$ cat config.mk
export PLATFORM = sky130hd
export DESIGN_NAME = svm_decision_flat
export DESIGN_NICKNAME = d
export VERILOG_FILES = /design/src/rtl/svm_decision_if.sv /design/src/rtl/svm_decision.sv /design/src/flat_wrapper.sv
export SDC_FILE = /design/constraint.sdc
export NUM_CORES = 1
export LEC_CHECK = 0
export BUFFER_PORTS_ARGS = -buffer_cell sky130_fd_sc_hd__buf_2
export CAP_MARGIN = 20
export CORE_ASPECT_RATIO = 0.5
export CORE_UTILIZATION = 40
export CTS_CLUSTER_DIAMETER = 80
export DETAILED_ROUTE_END_ITERATION = 10
export MAX_ROUTING_LAYER = met4
export SYNTH_ARGS = -nofsm -noshare
export SYNTH_HDL_FRONTEND = slang
export SYNTH_SLANG_ARGS = --single-unit
export TNS_END_PERCENT = 20
$ cat constraint.sdc
create_clock -name clk -period 4.8 [get_ports clk]
set_clock_uncertainty 0.2 [all_clocks]
set_input_delay 0.48 -clock clk [delete_from_list [all_inputs] [get_ports clk]]
set_output_delay 0.48 -clock clk [all_outputs]
set_load 0.03 [all_outputs]
$ cat src/rtl/svm_decision_if.sv
// Output record stream of svm_decision: one {index, score, label} record per instance.
// Optional SVM_DECISION_MARGIN_EN adds the out_uncertain flag to the record.
interface svm_decision_if #(
    parameter int unsigned ACCUM_SIZE = 64,
    parameter int unsigned NUM_INST   = 2,
    parameter int unsigned IDX_W      = (NUM_INST > 1) ? $clog2(NUM_INST) : 1
);
    logic                         out_valid;
    logic                         out_ready;
    logic [IDX_W-1:0]             out_idx;
    logic signed [ACCUM_SIZE-1:0] out_score;
    logic                         out_label;
    logic                         out_last;
`ifdef SVM_DECISION_MARGIN_EN
    logic                         out_uncertain;
`endif

    modport master (
        output out_valid, out_idx, out_score, out_label, out_last,
`ifdef SVM_DECISION_MARGIN_EN
        output out_uncertain,
`endif
        input  out_ready
    );

    modport slave (
        input  out_valid, out_idx, out_score, out_label, out_last,
`ifdef SVM_DECISION_MARGIN_EN
        input  out_uncertain,
`endif
        output out_ready
    );
endinterface

$ cat src/rtl/svm_decision.sv
// SVM decision stage: bias add with saturation, sign -> label, one record per instance.
// Optional SVM_DECISION_MARGIN_EN adds margin_i / out_uncertain / uncertain_o.
module svm_decision #(
    parameter int unsigned ACCUM_SIZE = 64,
    parameter int unsigned NUM_INST   = 2,
    parameter int unsigned IDX_W      = (NUM_INST > 1) ? $clog2(NUM_INST) : 1
) (
    input  logic                                        clk,
    input  logic                                        rst_n,
    input  logic                                        load_i,
    input  logic signed [NUM_INST-1:0][ACCUM_SIZE-1:0]  results_i,
    input  logic signed [ACCUM_SIZE-1:0]                bias_i,
`ifdef SVM_DECISION_MARGIN_EN
    input  logic [ACCUM_SIZE-1:0]                       margin_i,
    output logic [NUM_INST-1:0]                         uncertain_o,
`endif
    svm_decision_if.master                              out_if,
    output logic                                        busy_o,
    output logic [NUM_INST-1:0]                         labels_o,
    output logic                                        labels_valid_o,
    output logic                                        overrun_o
);

    localparam int unsigned W = ACCUM_SIZE;
    localparam logic [IDX_W-1:0] LAST_IDX = IDX_W'(NUM_INST - 1);
    localparam logic signed [W-1:0] SAT_MAX = {1'b0, {(W-1){1'b1}}};
    localparam logic signed [W-1:0] SAT_MIN = {1'b1, {(W-1){1'b0}}};

    typedef enum logic [1:0] {IDLE, CALC, SEND} state_t;

    state_t                       state_q, state_d;
    logic [NUM_INST-1:0][W-1:0]   shadow_q, shadow_d;
    logic signed [W-1:0]          bias_q, bias_d;
    logic [IDX_W-1:0]             idx_q, idx_d;
    logic                         valid_q, valid_d;
    logic [IDX_W-1:0]             out_idx_q, out_idx_d;
    logic signed [W-1:0]          score_q, score_d;
    logic                         label_q, label_d;
    logic                         last_q, last_d;
    logic                         busy_q, busy_d;
    logic [NUM_INST-1:0]          labels_q, labels_d;
    logic                         labels_valid_q, labels_valid_d;
    logic                         overrun_q, overrun_d;
`ifdef SVM_DECISION_MARGIN_EN
    logic [W-1:0]                 margin_q, margin_d;
    logic                         unc_q, unc_d;
    logic [NUM_INST-1:0]          uncertain_q, uncertain_d;
    logic [W-1:0]                 mag_c;
`endif

    logic signed [W-1:0]          sel_c;
    logic [W:0]                   sum_c;
    logic signed [W-1:0]          sat_c;

    // Sign-extended add at W+1 bits; disagreement of the top two bits means overflow.
    always_comb begin
        sel_c = $signed(shadow_q[idx_q]);
        sum_c = {sel_c[W-1], sel_c} + {bias_q[W-1], bias_q};
        if (sum_c[W] != sum_c[W-1]) begin
            sat_c = sum_c[W] ? SAT_MIN : SAT_MAX;
        end else begin
            sat_c = $signed(sum_c[W-1:0]);
        end
`ifdef SVM_DECISION_MARGIN_EN
        if (!sat_c[W-1])          mag_c = sat_c;
        else if (sat_c == SAT_MIN) mag_c = SAT_MAX;
        else                       mag_c = W'(-sat_c);
`endif
    end

    // Next-state and register-update logic.
    always_comb begin
        state_d        = state_q;
        shadow_d       = shadow_q;
        bias_d         = bias_q;
        idx_d          = idx_q;
        valid_d        = valid_q;
        out_idx_d      = out_idx_q;
        score_d        = score_q;
        label_d        = label_q;
        last_d         = last_q;
        labels_d       = labels_q;
        labels_valid_d = labels_valid_q;
        overrun_d      = overrun_q;
`ifdef SVM_DECISION_MARGIN_EN
        margin_d       = margin_q;
        unc_d          = unc_q;
        uncertain_d    = uncertain_q;
`endif

        unique case (state_q)
            IDLE: begin
                if (load_i) begin
                    shadow_d       = results_i;
                    bias_d         = bias_i;
`ifdef SVM_DECISION_MARGIN_EN
                    margin_d       = margin_i;
`endif
                    idx_d          = '0;
                    labels_valid_d = 1'b0;
                    overrun_d      = 1'b0;
                    state_d        = CALC;
                end
            end
            CALC: begin
                score_d   = sat_c;
                label_d   = ~sat_c[W-1];
                out_idx_d = idx_q;
                last_d    = (idx_q == LAST_IDX);
`ifdef SVM_DECISION_MARGIN_EN
                unc_d     = (mag_c < margin_q);
`endif
                valid_d   = 1'b1;
                state_d   = SEND;
            end
            SEND: begin
                if (valid_q && out_if.out_ready) begin
                    labels_d[idx_q] = label_q;
`ifdef SVM_DECISION_MARGIN_EN
                    uncertain_d[idx_q] = unc_q;
`endif
                    valid_d = 1'b0;
                    if (last_q) begin
                        labels_valid_d = 1'b1;
                        state_d        = IDLE;
                    end else begin
                        idx_d   = idx_q + IDX_W'(1);
                        state_d = CALC;
                    end
                end
            end
            default: state_d = IDLE;
        endcase

        // A load outside IDLE is dropped and flagged until the next accepted load.
        if (load_i && (state_q != IDLE)) begin
            overrun_d = 1'b1;
        end

        busy_d = (state_d != IDLE);
    end

    always_ff @(posedge clk or negedge rst_n) begin
        if (!rst_n) begin
            state_q        <= IDLE;
            shadow_q       <= '0;
            bias_q         <= '0;
            idx_q          <= '0;
            valid_q        <= 1'b0;
            out_idx_q      <= '0;
            score_q        <= '0;
            label_q        <= 1'b0;
            last_q         <= 1'b0;
            busy_q         <= 1'b0;
            labels_q       <= '0;
            labels_valid_q <= 1'b0;
            overrun_q      <= 1'b0;
`ifdef SVM_DECISION_MARGIN_EN
            margin_q       <= '0;
            unc_q          <= 1'b0;
            uncertain_q    <= '0;
`endif
        end else begin
            state_q        <= state_d;
            shadow_q       <= shadow_d;
            bias_q         <= bias_d;
            idx_q          <= idx_d;
            valid_q        <= valid_d;
            out_idx_q      <= out_idx_d;
            score_q        <= score_d;
            label_q        <= label_d;
            last_q         <= last_d;
            busy_q         <= busy_d;
            labels_q       <= labels_d;
            labels_valid_q <= labels_valid_d;
            overrun_q      <= overrun_d;
`ifdef SVM_DECISION_MARGIN_EN
            margin_q       <= margin_d;
            unc_q          <= unc_d;
            uncertain_q    <= uncertain_d;
`endif
        end
    end

    assign out_if.out_valid = valid_q;
    assign out_if.out_idx   = out_idx_q;
    assign out_if.out_score = score_q;
    assign out_if.out_label = label_q;
    assign out_if.out_last  = last_q;
`ifdef SVM_DECISION_MARGIN_EN
    assign out_if.out_uncertain = unc_q;
    assign uncertain_o          = uncertain_q;
`endif
    assign busy_o         = busy_q;
    assign labels_o       = labels_q;
    assign labels_valid_o = labels_valid_q;
    assign overrun_o      = overrun_q;

endmodule

$ cat src/flat_wrapper.sv
// flat-port wrapper written by rule: the top's interface ports become plain ports
module svm_decision_flat 
#(
    parameter int unsigned ACCUM_SIZE = 64,
    parameter int unsigned NUM_INST   = 2,
    parameter int unsigned IDX_W      = (NUM_INST > 1) ? $clog2(NUM_INST) : 1
)
  (clk, rst_n, load_i, results_i, bias_i, busy_o, labels_o, labels_valid_o, overrun_o, out_if_out_valid, out_if_out_idx, out_if_out_score, out_if_out_label, out_if_out_last, out_if_out_ready);
  svm_decision_if #(.ACCUM_SIZE(ACCUM_SIZE), .NUM_INST(NUM_INST), .IDX_W(IDX_W)) out_if_i ();
  input  logic clk;
  input  logic rst_n;
  input  logic load_i;
  input  logic signed [NUM_INST-1:0][ACCUM_SIZE-1:0] results_i;
  input  logic signed [ACCUM_SIZE-1:0] bias_i;
  output logic busy_o;
  output logic [NUM_INST-1:0] labels_o;
  output logic labels_valid_o;
  output logic overrun_o;
  output wire logic [$bits(out_if_i.out_valid)-1:0] out_if_out_valid;
  output wire logic [$bits(out_if_i.out_idx)-1:0] out_if_out_idx;
  output wire logic [$bits(out_if_i.out_score)-1:0] out_if_out_score;
  output wire logic [$bits(out_if_i.out_label)-1:0] out_if_out_label;
  output wire logic [$bits(out_if_i.out_last)-1:0] out_if_out_last;
  input wire logic [$bits(out_if_i.out_ready)-1:0] out_if_out_ready;
  assign out_if_out_valid = out_if_i.out_valid;
  assign out_if_out_idx = out_if_i.out_idx;
  assign out_if_out_score = out_if_i.out_score;
  assign out_if_out_label = out_if_i.out_label;
  assign out_if_out_last = out_if_i.out_last;
  assign out_if_i.out_ready = out_if_out_ready;
  svm_decision #(.ACCUM_SIZE(ACCUM_SIZE), .NUM_INST(NUM_INST), .IDX_W(IDX_W)) u_core (.clk(clk), .rst_n(rst_n), .load_i(load_i), .results_i(results_i), .bias_i(bias_i), .out_if(out_if_i), .busy_o(busy_o), .labels_o(labels_o), .labels_valid_o(labels_valid_o), .overrun_o(overrun_o));
endmodule
==> results.tsv <==
stage	metric	value	unit
run_status	status	completed	
timing	Final TNS setup	0	ps
worst_setup_path	Crit path required time	5080	ps
synthesis	Synth top cells by count	dfrtp_1, mux2_2, nand2_1	
synthesis	Yosys warnings	0	
timing	Slew Limit Fails	0	
drt	TritonRoute pass-1 iters	8	
cts	H-tree depth	1	
synthesis	Syn Area/Cell	10.5	um2
worst_setup_path	CP top delay family	compound AO/OA/AOI/OAI gates	
placement	port bufs	268	
cts	CTS tree	built	
floorplanning	Core Rows	49	
timing	fin crit period	4530	ps
grt	first-pass GRT wire length	70400	um
min_path	HP Class	primary input to register	
drt	mean routed wirelength per cell	18.6	um
worst_setup_path	critical path type	register to register	
timing	setup violators final	0	
cts	post-cts resize count	0	
timing	Tcrit/Tclk final	94.4	%
worst_setup_path	Buf+Inv Stages, Crit Path	2	
grt	largest net degree at the start of global routing	154	
synthesis	#FFs+latches synth	267	
worst_setup_path	Slowest-stage cell, CP	dfrtp_4	
drt	Iteration-0 DRC Markers	983	
drt	Antenna Violating Nets Remaining	0	
cts	clock transition at the registers of the reported paths	70	ps
floorplanning	I/O pin count	269	
timing	Worst Max-Slew Pin Slew	843	ps
timing	fmax	221	MHz
drt	Routed WL	43900	um
drt	residual DRC count	0	
floorplanning	Die Height	139	um
grt	initial antenna violation count	0	
cts	Post-CTS Setup Repair Bufs	0	
synthesis	mapped cell area	0.0149	mm2
worst_setup_path	CP cell instances	mux2_2 > ha_1 > inv_1 > fa_1 > nand2b_1 > a21oi_1 > o211ai_1 > a31oi_2 > buf_4 > a21boi_1 > o221ai_2 > a211oi_1 > o31ai_1 > xor2_1 > o21ai_0 > o21ai_1	
layout	layout cell share with drive strength beyond 1	33.4	%
drt	Via density	5.30	
cts	Clock Path Buffers	3	
layout	Area Overhead vs Synth	32.3	%
synthesis	top cell type's share of synthesized area	44.7	%
timing	Slew headroom	43.8	%
synthesis	Cells after Synth	1416	
synthesis	sequential area share after synthesis	44.7	%
cts	Worst-Skew Late Latency	570	ps
cts	Hold-fix buffers, CTS	194	
placement	gpl congestion	0.941	
worst_setup_path	CP endpoint kind	register	
synthesis	largest area contributor in the netlist	dfrtp_1	
synthesis	Synth Flop Type	dfrtp_1	
floorplanning	Die Span X	275	um
worst_setup_path	slowest stage delay, CP	610	ps
timing	Worst Hold Slack	46.2	ps
layout	number of diodes	0	
synthesis	Async SR Flop Fraction	100	%
cts	clock sinks	267	
timing	unrepaired setup endpoints after global routing	false	
placement	DP Wirelength	30400	um
worst_setup_path	CP Max Fanout	17	
worst_setup_path	Critical Path AT	4810	ps
synthesis	post-synth net total	1677	
worst_setup_path	CP Launch Type	register	
floorplanning	core area	0.0364	mm2
synthesis	Netlist cell types	72	
synthesis	most frequent cell after synthesis	dfrtp_1	
run	Max-cap violations	0	
floorplanning	Initial Util	41.1	%
grt	GRT Overall Usage	23.9	%
floorplanning	area of the die	0.0382	mm2
grt	GR Overflow Total	0	
synthesis	EDFF count, synth	0	
cts	Root Buffer	clkbuf_16	
drt	DR vias	12510	
layout	Nets	2121	
synthesis	ranking of synthesized cells by area	dfrtp_1, mux2_2, ha_1	
timing	final hold vios	0	
cts	total CTS buffers	26	
grt	vias in the first global route	12806	
tightest hold or removal path, delay by kind of cell:
kind	cells	cell delay [ps]
buffers and inverters	1	90
AND/OR/NAND/NOR	3	190
metrics by stage:
stage / area [um2] / std cells / worst slack [ps] / util (%)
after detailed placement: 16900 / 2122 / 407 / 46.5
after CTS: 19800 / 2362 / 347 / 54.3
after global placement: 16900 / 2122 / 437 / 46.5
final: 19800 / 2362 / 269 / 54.3
after floorplan: 14900 / 1416 / 499 / -
after global routing: 19800 / 2362 / 55.1 / 54.3
layer usage:
metal	share of wire, %	vias up	track usage [%]
met5	0	-	-
met4	2.7	0	5.82
met3	4.4	76	3.55
met2	48	301	38.7
met1	45	6125	31.3
li1	-	6008	-
flip-flops by register name (all words and copies together) (netlist names):
signal                   cells
u_core.out_if.out_valid      1
u_core.out_if.out_last       1
u_core.out_if.out_score     64
u_core.labels_o              2
u_core.shadow_q            128
u_core.labels_valid_o        1
u_core.idx_q                 1
u_core.bias_q               64
u_core.out_if.out_label      1
u_core.overrun_o             1
u_core.state_q               2
u_core.busy_o                1
layout make-up:
cell class                      instances  area, um2
Fill cell                            3266      16600
Clock buffer                           35        744
Inverter                               21       78.8
Tap cell                              484        606
Multi-Input combinational cell       1048       7860
Sequential cell                       267       6690
Clock inverter                         11        161
Timing Repair Buffer                  496       3620
cell families after synthesis:
logic type | count (synthesis) | synth area share, %
AO/OA/AOI/OAI | 378 | 15.1
multiplexers | 258 | 19.4
buffers and inverters | 101 | 2.72
XOR/XNOR | 60 | 3.57
flip-flops | 267 | 44.7
adder cells (fa/ha/maj) | 66 | 5.56
AND/OR/NAND/NOR | 286 | 8.88
final timing paths:
| check | start | endpoint | slack, ps | cells after the start |
|---|---|---|---|---|
| worst max register to register | u_core.idx_q$_DFFE_PN0P_ | u_core.out_if.out_score[38]$_DFFE_PN0P_ | 270 | 16 |
| worst max-delay path | u_core.idx_q$_DFFE_PN0P_ | u_core.out_if.out_score[38]$_DFFE_PN0P_ | 270 | 16 |
| max in group asynchronous | rst_n | u_core.idx_q$_DFFE_PN0P_ | 3060 | 3 |
| min in group asynchronous | rst_n | u_core.shadow_q[53]$_DFFE_PN0P_ | 310 | 2 |
| worst min-delay path | out_if_out_ready | u_core.state_q[1]$_DFF_PN0_ | 50 | 4 |
| worst min register to register | u_core.out_if.out_score[26]$_DFFE_PN0P_ | u_core.out_if.out_score[26]$_DFFE_PN0P_ | 260 | 2 |
cells in the final DEF (no fill, tap or decap), types with 15 or more instances in the layout:
master,netlist,layout
buf_2,4,267
mux2_2,256,256
nand2_1,139,139
xor2_1,27,27
dlygate4sd3_1,0,194
a21oi_1,108,108
inv_1,21,21
dfrtp_1,267,266
o21ai_0,111,111
nand4_1,17,17
o21ai_1,44,44
clkbuf_16,0,26
nor3_1,15,15
nor2_1,47,47
xnor2_1,32,32
a21o_1,27,27
buf_4,5,28
ha_1,64,64
Power is not shown: default switching activity piles up to over one toggle a cycle in this logic, so the estimate is an artifact.
